[config.mk]
export PLATFORM = sky130hd
export DESIGN_NAME = systolic_feeder
export DESIGN_NICKNAME = d
export VERILOG_FILES = /design/src/rtl/systolic_feeder_pkg.sv /design/src/rtl/systolic_feeder_skew_mux.sv /design/src/rtl/systolic_feeder.sv
export SDC_FILE = /design/constraint.sdc
export NUM_CORES = 1
export LEC_CHECK = 0
export ABC_AREA = 1
export BUFFER_PORTS_ARGS = -buffer_cell sky130_fd_sc_hd__buf_2
export CORE_MARGIN = 4
export CORE_UTILIZATION = 59
export DETAILED_ROUTE_END_ITERATION = 12
export PLACE_DENSITY = 0.84
export SYNTH_ARGS = -nofsm -noshare
export SYNTH_HDL_FRONTEND = slang
export SYNTH_SLANG_ARGS = --single-unit
export TNS_END_PERCENT = 5
[constraint.sdc]
create_clock -name clk -period 13.3 [get_ports clk]
set_input_delay 2.66 -clock clk [delete_from_list [all_inputs] [get_ports clk]]
set_output_delay 2.66 -clock clk [all_outputs]
set_load 0.05 [all_outputs]
[src/rtl/systolic_feeder_pkg.sv]
// Shared definitions for the 3x3 systolic array operand feeder.
package systolic_feeder_pkg;
    localparam int N         = 3;
    localparam int FEED_CYC  = 5;
    localparam int DRAIN_CYC = 3;

    typedef enum logic [2:0] {
        IDLE,
        CLEAR,
        FEED,
        DRAIN,
        DONE
    } state_t;
endpackage

[src/rtl/systolic_feeder_skew_mux.sv]
// Picks the skewed operand for one array edge lane at feed step t, or 0 outside the wavefront.
module systolic_skew_mux
    import systolic_feeder_pkg::*;
#(
    parameter int DATA_WIDTH = 8,
    parameter int LANE       = 0,
    parameter bit COL_MAJOR  = 1'b0
) (
    input  logic [N*N*DATA_WIDTH-1:0] mat,
    input  logic [2:0]                t,
    input  logic                      en,
    output logic [DATA_WIDTH-1:0]     op
);
    int k;
    int idx;

    // Row lanes walk A[lane][t-lane]; column lanes walk B[t-lane][lane].
    always_comb begin
        op  = '0;
        k   = int'(t) - LANE;
        idx = 0;
        if (en && k >= 0 && k < N) begin
            idx = COL_MAJOR ? (k * N + LANE) : (LANE * N + k);
            op  = mat[idx*DATA_WIDTH +: DATA_WIDTH];
        end
    end
endmodule

[src/rtl/systolic_feeder.sv]
// Sequences one 3x3 matmul job: clear accumulators, stream skewed operands, drain, signal done.
module systolic_feeder #(
    parameter int DATA_WIDTH = 8,
    parameter int N          = 3
) (
    input  logic                    clk,
    input  logic                    rst,
    input  logic                    in_valid,
    output logic                    in_ready,
    input  logic [9*DATA_WIDTH-1:0] a_mat,
    input  logic [9*DATA_WIDTH-1:0] b_mat,
    output logic [DATA_WIDTH-1:0]   a1,
    output logic [DATA_WIDTH-1:0]   a2,
    output logic [DATA_WIDTH-1:0]   a3,
    output logic [DATA_WIDTH-1:0]   b1,
    output logic [DATA_WIDTH-1:0]   b2,
    output logic [DATA_WIDTH-1:0]   b3,
    output logic                    acc_clr,
    output logic                    busy,
    output logic                    done
);
    import systolic_feeder_pkg::*;

    state_t                       state, nxt;
    logic [2:0]                   cnt, cnt_nxt;
    logic                         ready_q;
    logic                         accept;
    logic                         feed;
    logic [9*DATA_WIDTH-1:0]      a_q, b_q;
    logic [N-1:0][DATA_WIDTH-1:0] a_lane, b_lane;

    // ready_q keeps in_ready low while reset is held, rising on the first edge after release.
    always_ff @(posedge clk or negedge rst) begin
        if (!rst) begin
            state   <= IDLE;
            cnt     <= '0;
            ready_q <= 1'b0;
            a_q     <= '0;
            b_q     <= '0;
        end else begin
            state   <= nxt;
            cnt     <= cnt_nxt;
            ready_q <= 1'b1;
            if (accept) begin
                a_q <= a_mat;
                b_q <= b_mat;
            end
        end
    end

    always_comb begin
        nxt      = state;
        cnt_nxt  = cnt;
        in_ready = 1'b0;
        accept   = 1'b0;
        acc_clr  = 1'b0;
        feed     = 1'b0;
        done     = 1'b0;
        busy     = (state != IDLE);
        case (state)
            IDLE: begin
                in_ready = ready_q;
                accept   = in_valid && ready_q;
                if (accept) nxt = CLEAR;
            end
            CLEAR: begin
                acc_clr = 1'b1;
                cnt_nxt = '0;
                nxt     = FEED;
            end
            FEED: begin
                feed = 1'b1;
                if (cnt == 3'(FEED_CYC - 1)) begin
                    cnt_nxt = '0;
                    nxt     = DRAIN;
                end else begin
                    cnt_nxt = cnt + 3'd1;
                end
            end
            DRAIN: begin
                if (cnt == 3'(DRAIN_CYC - 1)) begin
                    cnt_nxt = '0;
                    nxt     = DONE;
                end else begin
                    cnt_nxt = cnt + 3'd1;
                end
            end
            DONE: begin
                done = 1'b1;
                nxt  = IDLE;
            end
            default: nxt = IDLE;
        endcase
    end

    for (genvar i = 0; i < N; i++) begin : g_lane
        systolic_skew_mux #(.DATA_WIDTH(DATA_WIDTH), .LANE(i), .COL_MAJOR(1'b0)) u_a (
            .mat(a_q), .t(cnt), .en(feed), .op(a_lane[i])
        );
        systolic_skew_mux #(.DATA_WIDTH(DATA_WIDTH), .LANE(i), .COL_MAJOR(1'b1)) u_b (
            .mat(b_q), .t(cnt), .en(feed), .op(b_lane[i])
        );
    end

    assign a1 = a_lane[0];
    assign a2 = a_lane[1];
    assign a3 = a_lane[2];
    assign b1 = b_lane[0];
    assign b2 = b_lane[1];
    assign b3 = b_lane[2];
endmodule
==> Flow_metrics.wiki <==
{| class="wikitable"
! Metric !! Value
|-
| Fraction of synthesized cell area in xor and xnor cells || 0.0135
|-
| Detailed placement HPWL || 17,900 um
|-
| Initial DRC Count || approximately 840
|-
| Routed wire per std cell || around 18 um
|-
| Number of storage elements in the synthesis netlist || 151
|-
| Async set or reset register ratio after synthesis || 1.00
|-
| Compound-Gate Fraction of Synth Area || 0.127
|-
| # rows || 44
|-
| Post-Synthesis Mean Instance Area || approximately 8.6 sq um
|-
| Library cell with the largest summed area after synthesis || dfrtp_1
|-
| Final non-filler cell total || between 1k and 1.5k
|-
| Class of the worst hold path || flip-flop to flip-flop
|-
| DIE HEIGHT || between 100 and 150 um
|-
| Leading register cell type out of synthesis || dfrtp_1
|-
| Cell depth of the worst flop-to-flop path || 8
|-
| Ratio of cells with drive above 1 in the final layout || 0.277
|-
| Number of filler instances in the final layout || around 1.1k
|-
| DRC || 0
|-
| Biggest fanout along the worst timing path || 39
|-
| Ranking of synthesized cells by instance count || 214 x nand2_1, 151 x dfrtp_1, 83 x a21oi_1
|-
| Remaining antenna violation count || 0
|-
| RePlAce Congestion || 0.951
|-
| Number of flops mapped to enable cells by yosys || 0
|-
| Seq/Total Area, Yosys || 0.428
|-
| Proportion of netlist area held by the largest area contributor || 0.428
|-
| WHS || approximately 500 ps
|-
| GRT Util Overall || 0.297
|-
| TritonCTS Sinks || between 150 and 200
|-
| Total Neg Setup Slack || 0 ps
|-
| Number of global-route vias before repair || around 7.7k
|-
| TritonCTS buffer count || 17
|-
| Pin count of the biggest net entering global routing || 96
|-
| Unrepaired setup endpoints after global routing || no
|-
| Final Critical Period || around 9300 ps
|-
| Quantity of hold-fixing buffers added after cts || 0
|-
| Outcome || finished, final reports clean
|-
| Wire length of the first global-routing pass || slightly below 40,000 um
|-
| Hold Path Depth || 1
|-
| Register cell area after layout || between 0.003 and 0.004 sq mm
|-
| Post-synthesis to final-layout area growth || 18.0%
|-
| Clock insertion delay at the later pin of the skew report || ~430 ps
|-
| Utilization of the core after routing || 0.714
|-
| Share of the clock period used by the worst path || 0.702
|-
| Kind of end point of the critical path || output port
|-
| Antenna violations before repair || 0
|-
| DIE AREA || about 0.017 sq mm
|-
| Number of max-slew violations in the final report || 0
|-
| Fmax || 0.107 GHz
|-
| Worst setup path endpoint || b2[3]
|-
| Simple logic cell fraction of the synthesized area || 0.193
|-
| Post-Synth Adder-Cell Area || 0.0278
|-
| Critical path required time || approximately 11,000 ps
|-
| Detailed Routing Iterations Pass 1 || 5
|-
| Maximum root-to-sink buffer count || 2
|-
| TritonCTS clock tree || built
|-
| Crit Path Category || flip-flop to output port
|-
| Dominant combinational cell family by area after synthesis || simple AND/OR/NAND/NOR gates
|-
| Post-synthesis mux area share || 0.139
|-
| Max Cap Viol || 0
|-
| Critical path launch point type || flip-flop
|-
| Hold violation count in the final report || 0
|-
| Multi-input combinational cell area || 0.00443 sq mm
|-
| Number of cells after detailed placement || 1,356
|-
| Drt via density || just under 6
|-
| Port buffer count || around 200
|-
| Io pins || approximately 200
|-
| Post-synthesis cell count || about 1.0k
|-
| Width of the chip || roughly 130 um
|-
| Post-synthesis cell type count || 43
|-
| Count of antenna diodes in the layout || 0
|-
| Fin nets || ~1.4k
|-
| Yosys warning count || 0
|-
| Worst Path Arrival || ~6700 ps
|-
| # Post-CTS Setup Buffers || 0
|-
| Net count after synthesis || between 1k and 1.5k
|-
| Global-route congestion overflow total || 0
|-
| Cell with the most instances after synthesis || nand2_1
|-
| Post-CTS resize count || 0
|-
| Worst slew pin tran || 1120 ps
|-
| Post-Syn Area || a little under 0.009 sq mm
|-
| Worst-case clock skew || around 13 ps
|-
| Largest cells by area after synthesis || dfrtp_1 43%, mux2_2 9.2%, nand2_1 9.1%
|-
| Count of vias placed by the detailed router || 7,996
|-
| Headroom to the max-slew limit || 0.248
|-
| Register-to-register path setup slack || around 10,000 ps
|-
| Initial cell density of the core || 0.605
|-
| Cell at the root of the clock tree || clkbuf_16
|-
| Final setup violation count || 0
|-
| CTS H-tree depth || 4
|-
| Worst reg2reg endpoint || state[0]
|-
| Clock transition at the register clock pins on the worst setup and hold paths after CTS || around 60 ps
|-
| Area of the core || 0.0146 sq mm
|-
| Startpoint of the most critical setup path || cnt[1]
|-
| Final wirelength || about 25,000 um
|-
| Launch instance of the worst register-to-register path || cnt[1]
|}
==> critical path, cell delays in order (launching register included) <==
cell and delay (ps):
dfrtp_1 840, clkinv_1 1010, ha_1 630, buf_4 340, clkinv_1 810, ha_1 610
ha_1 220, fa_1 580, nand4_1 110, nor2_1 170, a21oi_1 50, nand3b_1 340
a21oi_1 230, buf_2 290
==> placed cells by master (no fill, tap or decap), types with 6 or more instances in the layout <==
cell type / Yosys / layout
buf_2: 23 / 197
ha_1: 18 / 18
inv_1: 71 / 71
clkbuf_16: 0 / 17
a21oi_1: 83 / 83
dfrtp_1: 151 / 150
mux2_1: 37 / 37
a221oi_1: 6 / 6
nor2_1: 82 / 82
mux2_2: 72 / 72
nand2_1: 214 / 214
o21ai_0: 58 / 58
o211ai_1: 34 / 34
nand4_1: 10 / 10
buf_4: 3 / 6
or2_2: 8 / 8
and2_1: 9 / 9
nand3_1: 61 / 61
==> worst min path at each step <==
| stage | start | to |
|---|---|---|
| after floorplan | a_q[22] | a_q[22] |
| after global placement | a_q[46] | a_q[46] |
| after detailed placement | a_q[40] | a_q[40] |
| after CTS | a_q[46] | a_q[46] |
| after global routing | b_q[39] | b_q[39] |
| final | a_q[44] | a_q[44] |
==> cells by family after synthesis <==
group / count (synthesis)
simple gates: 401
compound gates: 195
flops: 151
buf+inv: 136
mux: 109
fa+ha+maj: 19
xor+xnor: 11
other cells: 1
==> per-layer routing <==
layer	track usage	wire length, um	up-vias
met5	0	0	-
met4	0.106	736	0
met3	0.0577	2140	64
met2	0.451	11200	405
met1	0.430	10500	3770
li1	-	-	3757
==> layout make-up <==
| type | count | area share |
|---|---|---|
| clock buffer | 20 | 0.0448 |
| sequential | 151 | 0.363 |
| tap | 184 | 0.0221 |
| inverter | 81 | 0.0292 |
| clock inverter | 12 | 0.0154 |
| timing repair buffer | 204 | 0.100 |
| multi-input combinational | 736 | 0.426 |
==> through the flow <==
step           worst slack, ps  area (sq um)
2_1_floorplan             6280          8830
3_3_place_gp              4700          9790
3_5_place_dp              4560          9790
4_1_cts                   4030         10400
5_1_grt                   3440         10400
6_report                  3970         10400
==> sequential cells by signal, indices dropped and copies added (netlist names) <==
| name | count |
|---|---|
| b_q | 72 |
| a_q | 72 |
| state | 3 |
| cnt | 3 |
| ready_q | 1 |
Power is not shown: default switching activity piles up to over one toggle a cycle in this logic, so the estimate is an artifact.
